<file path="config.mk">
export PLATFORM = sky130hd
export DESIGN_NAME = host_cmd_queue
export DESIGN_NICKNAME = d
export VERILOG_FILES = /design/src/rtl/host_cmd_queue.sv
export SDC_FILE = /design/constraint.sdc
export NUM_CORES = 1
export LEC_CHECK = 0
export ABC_AREA = 1
export BUFFER_PORTS_ARGS = -buffer_cell sky130_fd_sc_hd__clkbuf_2
export CAP_MARGIN = 20
export CORE_ASPECT_RATIO = 1.5
export CORE_MARGIN = 3
export CORE_UTILIZATION = 40
export DETAILED_ROUTE_END_ITERATION = 6
export GPL_ROUTABILITY_DRIVEN = 1
export GPL_TIMING_DRIVEN = 0
export PLACE_DENSITY = 0.65
export REMOVE_ABC_BUFFERS = 1
export SLEW_MARGIN = 20
export SYNTH_ARGS = -nofsm -noshare
export SYNTH_HDL_FRONTEND = slang
export SYNTH_SLANG_ARGS = --single-unit
</file>
<file path="constraint.sdc">
create_clock -name clk -period 9 [get_ports clk]
set_clock_uncertainty 0.05 [all_clocks]
set_input_delay 0.9 -clock clk [delete_from_list [all_inputs] [get_ports clk]]
set_output_delay 0.9 -clock clk [all_outputs]
set_load 0.01 [all_outputs]
</file>
<file path="src/rtl/host_cmd_queue.sv">
// host_cmd_queue
//   Parses a byte stream of host command frames into {r_w, target, length,
//   address} entries and queues them in a small circular FIFO for a consumer.
//   Frames aimed at target 2'b11 are swallowed and counted as errors.
//   A separate pending-ack counter turns txn_done pulses into ack-bus
//   requests that are retired one per granted cycle.
//
//   Frame layout: opcode, LEN_BYTES length bytes, ADDR_BYTES address bytes,
//   multi-byte fields MSB first. Opcode bit7 = r_w, bits6:5 = target.
//
// Ports
//   clk, rst_n          clock, synchronous active-low reset
//   in_valid/in_data    host byte stream, in_ready back-pressure
//   cmd_*               head of the command queue (valid/ready handshake)
//   ena_fsm/qspi/status one-hot target decode of a valid head
//   txn_done            transaction-complete pulse (raises a pending ack)
//   ack_req/ack_id      ack-bus request and fixed id, ack_grant retires one
//   fifo_count          queued entries
//   err_count           saturating count of dropped (target 11) frames
module host_cmd_queue #(
  parameter int          LEN_W      = 9,
  parameter int          ADDR_BYTES = 3,
  parameter int          DEPTH      = 4,
  parameter logic [1:0]  ACK_ID     = 2'b01,
  localparam int         ADDR_W     = 8 * ADDR_BYTES,
  localparam int         CNT_W      = $clog2(DEPTH + 1)
) (
  input  logic              clk,
  input  logic              rst_n,
  input  logic              in_valid,
  input  logic [7:0]        in_data,
  output logic              in_ready,
  output logic              cmd_valid,
  input  logic              cmd_ready,
  output logic              cmd_r_w,
  output logic [1:0]        cmd_target,
  output logic [LEN_W-1:0]  cmd_length,
  output logic [ADDR_W-1:0] cmd_address,
  output logic              ena_fsm,
  output logic              ena_qspi,
  output logic              ena_status,
  input  logic              txn_done,
  output logic              ack_req,
  output logic [1:0]        ack_id,
  input  logic              ack_grant,
  output logic [CNT_W-1:0]  fifo_count,
  output logic [7:0]        err_count
);

  localparam int LEN_BYTES = (LEN_W + 7) / 8;
  localparam int MAX_BYTES = (LEN_BYTES > ADDR_BYTES) ? LEN_BYTES : ADDR_BYTES;
  localparam int BCNT_W    = (MAX_BYTES > 1) ? $clog2(MAX_BYTES) : 1;
  localparam int PTR_W     = $clog2(DEPTH);
  localparam int ENTRY_W   = 3 + LEN_W + ADDR_W;

  localparam logic [1:0] S_OP     = 2'd0;
  localparam logic [1:0] S_LEN    = 2'd1;
  localparam logic [1:0] S_ADDR   = 2'd2;
  localparam logic [1:0] TGT_DROP = 2'b11;

  // Parser state
  logic [1:0]        state_reg, state_next;
  logic [BCNT_W-1:0] byte_cnt_reg, byte_cnt_next;
  logic              r_w_reg;
  logic [1:0]        target_reg;
  logic [LEN_W-1:0]  len_acc_reg;
  logic [ADDR_W-1:0] addr_acc_reg;

  // Queue state
  logic [ENTRY_W-1:0] mem [DEPTH];
  logic [PTR_W-1:0]   wr_ptr_reg, rd_ptr_reg;
  logic [CNT_W-1:0]   count_reg;
  logic [7:0]         err_count_reg;
  logic [CNT_W-1:0]   ack_pend_reg;

  logic               last_len_byte, last_addr_byte, queue_full, frame_drop;
  logic               byte_acc, frame_end, push, drop, pop, ack_dec;
  logic [LEN_W-1:0]   len_shift;
  logic [ADDR_W-1:0]  addr_shift;
  logic [ENTRY_W-1:0] entry_in, head_entry;

  assign last_len_byte  = (byte_cnt_reg == BCNT_W'(LEN_BYTES - 1));
  assign last_addr_byte = (state_reg == S_ADDR) &&
                          (byte_cnt_reg == BCNT_W'(ADDR_BYTES - 1));
  assign queue_full     = (count_reg == CNT_W'(DEPTH));
  assign frame_drop     = (target_reg == TGT_DROP);

  // Only the byte that would push into a full queue is held off; dropped
  // frames never push, so they always flow through. Using the registered
  // count means a same-cycle pop cannot open the door.
  assign in_ready  = !(last_addr_byte && queue_full && !frame_drop);
  assign byte_acc  = in_valid && in_ready;
  assign frame_end = byte_acc && last_addr_byte;
  assign push      = frame_end && !frame_drop;
  assign drop      = frame_end && frame_drop;
  assign cmd_valid = (count_reg != '0);
  assign pop       = cmd_valid && cmd_ready;

  // Shift-in accumulators; the cast keeps the low bits, which also truncates
  // an over-wide length to LEN_W.
  assign len_shift  = LEN_W'({len_acc_reg, in_data});
  assign addr_shift = ADDR_W'({addr_acc_reg, in_data});
  assign entry_in   = {r_w_reg, target_reg, len_acc_reg, addr_shift};

  always_comb begin
    state_next    = state_reg;
    byte_cnt_next = byte_cnt_reg;
    if (byte_acc) begin
      case (state_reg)
        S_OP: begin
          state_next    = S_LEN;
          byte_cnt_next = '0;
        end
        S_LEN: begin
          if (last_len_byte) begin
            state_next    = S_ADDR;
            byte_cnt_next = '0;
          end else begin
            byte_cnt_next = byte_cnt_reg + 1'b1;
          end
        end
        S_ADDR: begin
          if (last_addr_byte) begin
            state_next    = S_OP;
            byte_cnt_next = '0;
          end else begin
            byte_cnt_next = byte_cnt_reg + 1'b1;
          end
        end
        default: begin
          state_next    = S_OP;
          byte_cnt_next = '0;
        end
      endcase
    end
  end

  always_ff @(posedge clk) begin
    if (!rst_n) begin
      state_reg     <= S_OP;
      byte_cnt_reg  <= '0;
      r_w_reg       <= 1'b0;
      target_reg    <= 2'b00;
      len_acc_reg   <= '0;
      addr_acc_reg  <= '0;
      wr_ptr_reg    <= '0;
      rd_ptr_reg    <= '0;
      count_reg     <= '0;
      err_count_reg <= '0;
    end else begin
      state_reg    <= state_next;
      byte_cnt_reg <= byte_cnt_next;
      if (byte_acc && state_reg == S_OP) begin
        r_w_reg    <= in_data[7];
        target_reg <= in_data[6:5];
      end
      if (byte_acc && state_reg == S_LEN) begin
        len_acc_reg <= len_shift;
      end
      if (byte_acc && state_reg == S_ADDR) begin
        addr_acc_reg <= addr_shift;
      end
      // DEPTH is a power of two, so pointers wrap by overflow.
      if (push) begin
        wr_ptr_reg <= wr_ptr_reg + 1'b1;
      end
      if (pop) begin
        rd_ptr_reg <= rd_ptr_reg + 1'b1;
      end
      case ({push, pop})
        2'b10:   count_reg <= count_reg + 1'b1;
        2'b01:   count_reg <= count_reg - 1'b1;
        default: count_reg <= count_reg;
      endcase
      if (drop && err_count_reg != 8'hFF) begin
        err_count_reg <= err_count_reg + 1'b1;
      end
    end
  end

  // Storage is not reset so it maps onto distributed RAM; the head is
  // masked while the queue is empty, which keeps cmd_* at zero after reset.
  always_ff @(posedge clk) begin
    if (rst_n && push) begin
      mem[wr_ptr_reg] <= entry_in;
    end
  end

  assign head_entry = cmd_valid ? mem[rd_ptr_reg] : '0;
  assign {cmd_r_w, cmd_target, cmd_length, cmd_address} = head_entry;

  logic [2:0] ena_vec;
  generate
    for (genvar gi = 0; gi < 3; gi++) begin : g_ena
      assign ena_vec[gi] = cmd_valid && (cmd_target == 2'(gi));
    end
  endgenerate
  assign ena_fsm    = ena_vec[0];
  assign ena_qspi   = ena_vec[1];
  assign ena_status = ena_vec[2];

  // Pending acks: a raise and a retire in the same cycle cancel out.
  assign ack_req = (ack_pend_reg != '0);
  assign ack_dec = ack_req && ack_grant;

  always_ff @(posedge clk) begin
    if (!rst_n) begin
      ack_pend_reg <= '0;
    end else if (txn_done && !ack_dec) begin
      if (ack_pend_reg != CNT_W'(DEPTH)) begin
        ack_pend_reg <= ack_pend_reg + 1'b1;
      end
    end else if (ack_dec && !txn_done) begin
      ack_pend_reg <= ack_pend_reg - 1'b1;
    end
  end

  assign ack_id     = ACK_ID;
  assign fifo_count = count_reg;
  assign err_count  = err_count_reg;

endmodule

</file>
==> results.rst <==
.. list-table::
   :header-rows: 1

   * - Metric
     - Value
   * - Endpoint class of the critical path
     - primary output
   * - Post-layout power
     - 1.83 mW
   * - Detail Placement HPWL
     - 10.2 mm
   * - Power density over the cells
     - 196 nW/um^2
   * - Clock tree from TritonCTS
     - built
   * - Cell total after placement
     - 1075
   * - PostCTS Resize Cnt
     - 0
   * - Initial Utilization
     - 0.414
   * - Final Setup Violations
     - 0
   * - Setup slack, reg-to-reg
     - 6.27 ns
   * - Vert. Die Dim
     - 179 microns
   * - Number of standard-cell rows in the floorplan
     - 62
   * - Number of enable flip-flop cells after synthesis
     - 144
   * - Sequential share of the synthesized area
     - 0.669
   * - Number of library cell types mapped by synthesis
     - 34
   * - Relative slew slack
     - 0.324
   * - Overall die area
     - 21800 sq um
   * - Library cell occupying the most area in the post-synthesis netlist
     - sky130_fd_sc_hd__edfxtp_1
   * - Capture endpoint of the worst hold path
     - byte_cnt_reg[0]
   * - GR Overflow Total
     - 0
   * - Setup repair after global routing missed its margin
     - no
   * - Clock Path Buffers
     - 2
   * - Hold Path Origin
     - byte_cnt_reg[0]
   * - Synth Area per Inst
     - 10.3 sq um
   * - IO buf count
     - 66
   * - Fin Hold WS
     - 0.426 ns
   * - Crit-path cells
     - buf_12 -> clkinv_2 -> buf_12 -> nand2_1 -> nand3_1 -> nand3_1 -> inv_1 -> nor3_2 -> clkbuf_2
   * - Maximum fanout along the worst path
     - 42
   * - Top cell family by delay on the critical path
     - buffers and inverters
   * - Leakage
     - 3.63 nW
   * - Main flop type after synthesis
     - sky130_fd_sc_hd__edfxtp_1
   * - Number of buffers added to fix hold violations after cts
     - 0
   * - Count of max-cap constraint violations
     - 0
   * - Maximum frequency from static timing analysis
     - 269 MHz
   * - Average wire per cell in the routed design
     - 15.0 microns
   * - Req. time, crit path
     - 8.05 ns
   * - Critical-path cell with the highest stage delay
     - sky130_fd_sc_hd__dfxtp_4
   * - Largest register FFs
     - 144
   * - Fin. Hold Viols
     - 0
   * - Worst path setup slack after routing
     - 5.28 ns
   * - Category of the worst setup path launch point
     - flip-flop
   * - Setup fix buffers added after clock tree synthesis
     - 0
   * - Netlist Area Pre-Place
     - 8020 sq um
   * - Crit path buf inv count
     - 5
   * - Async set-reset flop share out of synthesis
     - 0
   * - R2R Path Start
     - state_reg[0]
   * - Number of slew-limit violations in the final report
     - 0
   * - Final ANT Viol Nets
     - 0
   * - Ports
     - 69
   * - CTS Buf Count
     - 17
   * - Horizontal extent of the die
     - 122 microns
   * - Placer's final routability congestion estimate
     - 0.726
   * - Status
     - completed
   * - Layout overhead on the synthesized area
     - 16.5%
   * - Synth top area cells
     - sky130_fd_sc_hd__edfxtp_1, sky130_fd_sc_hd__dfxtp_1, sky130_fd_sc_hd__nor2_1, sky130_fd_sc_hd__o21ai_0, sky130_fd_sc_hd__nand2_1
   * - Root Buffer
     - sky130_fd_sc_hd__clkbuf_16
   * - #FFs+latches synth
     - 196
   * - Slew at the pin closest to its max-slew limit
     - 1.01 ns
   * - Path category of the worst min-delay check
     - flip-flop to flip-flop
   * - Count of warnings emitted by yosys
     - 0
   * - Commonest cells after routing, fill and taps aside
     - sky130_fd_sc_hd__nor2_1, sky130_fd_sc_hd__edfxtp_1, sky130_fd_sc_hd__o21ai_0, sky130_fd_sc_hd__nand2_1, sky130_fd_sc_hd__clkbuf_2
   * - Critical path start-end classification
     - flip-flop to primary output
   * - Period Utilization, post-route
     - 0.413
   * - Number of antenna cells inserted
     - 0
   * - Via count of the first global-routing pass
     - 5401
   * - First-pass GRT wire length
     - 27.0 mm
   * - Clock transition at path regs
     - 0.07 ns
   * - Pin count of the biggest net entering global routing
     - 46
   * - Setup TNS after final layout
     - 0 ns
   * - Crit path DAT
     - 2.77 ns
   * - Wirelength, routed
     - 16.6 mm
   * - Largest incremental delay on the critical path
     - 0.60 ns
   * - Worst Reg2Reg Path Length in Cells
     - 8
   * - Drt first pass iters
     - 4
   * - Via density per instance
     - 4.88
   * - Placement-stage worst setup slack
     - 5.18 ns
   * - GRT Total Usage
     - 0.158
   * - Routed via count
     - 5397
   * - Most common cell after layout, fill and taps aside
     - sky130_fd_sc_hd__nor2_1
   * - Iteration-0 DRC count of the detailed router
     - 339
   * - Number of sinks handled by clock tree synthesis
     - 196
   * - Post-synth top area share
     - 0.539
   * - Synthesized instance count
     - 779
   * - Terminus of the critical flop-to-flop path
     - mem[3][25]
   * - Max VDD drop
     - 0.158 mV
   * - DRC errors left
     - 0
   * - Initial antenna violation count
     - 0
   * - Core Region
     - 19400 sq um
   * - Fraction of final layout cells with drive strength greater than 1
     - 0.152
   * - Maximum level of the CTS H-tree
     - 4
   * - # nets final
     - 864
   * - Worst hold path cell count
     - 2
   * - Skew-Pair Late Insertion Delay
     - 0.43 ns
   * - Cell Count, Final, Fillers Out
     - 1107
   * - Final min period
     - 3.72 ns
==> worst max path at each step <==
stage                   start    endpoint  slack, ns  cells past startpoint
floorplan           flip-flop     ena_fsm       4.46                      6
global placement    flip-flop     ena_fsm       2.40                      7
detailed placement      rst_n  mem[3][20]       5.18                      5
CTS                 flip-flop     ena_fsm       5.23                      9
global route        flip-flop     ena_fsm       5.02                      9
finish              flip-flop     ena_fsm       5.28                      9
==> per-layer routing <==
layer	track usage	vias to the layer above	routed length [microns]
li1	-	2721	-
met3	0.0362	17	701
met4	0.0489	0	233
met2	0.300	102	9050
met5	0	-	0
met1	0.171	2557	6590
==> report_power, final <==
group,switching (mW),internal [mW],leakage (nW)
combinational,0.0508,0.0260,1.59
sequential,0.0171,0.986,1.75
clock,0.355,0.398,0.288
==> logic make-up (layout without fill, tap and decap cells) <==
| group | after synthesis | count (layout) | synth area share |
|---|---|---|---|
| xor+xnor | 4 | 4 | 0.00437 |
| fa+ha+maj | 12 | 12 | 0.0206 |
| flops | 196 | 196 | 0.669 |
| other cells | 2 | 2 | 0.000936 |
| simple gates | 329 | 329 | 0.167 |
| buf+inv | 91 | 163 | 0.0476 |
| compound gates | 145 | 145 | 0.0906 |
==> cells in the mapped netlist, drive strengths merged (3+ instances only) <==
master and instances:
nor2 223, edfxtp 144, o21ai 93, nand2 82, inv 54, dfxtp 52
a21oi 51, clkbuf 22, buf 13, nand3 13, ha 10, nand4 4
xor2 3
==> worst register-to-register path: cells and delay by family (launching register included) <==
kind,cells,cell delay (ns)
simple gates,4,1.30
fa+ha+maj,1,0.30
flops,1,0.31
buf+inv,3,0.47
==> final cells by class <==
class	instances	area, sq um
clock buffer	18	429
multi-input combinational	492	2300
clock inverter	14	163
timing repair buffer	75	548
tap	256	320
inverter	56	213
sequential	196	5370
fill	1788	10000
==> through the flow <==
step	util	area (sq um)
2_1_floorplan	-	7850
3_3_place_gp	0.438	8500
3_5_place_dp	0.451	8760
4_1_cts	0.482	9350
5_1_grt	0.482	9350
6_report	0.482	9350
Power figures use the tool's default switching activity.
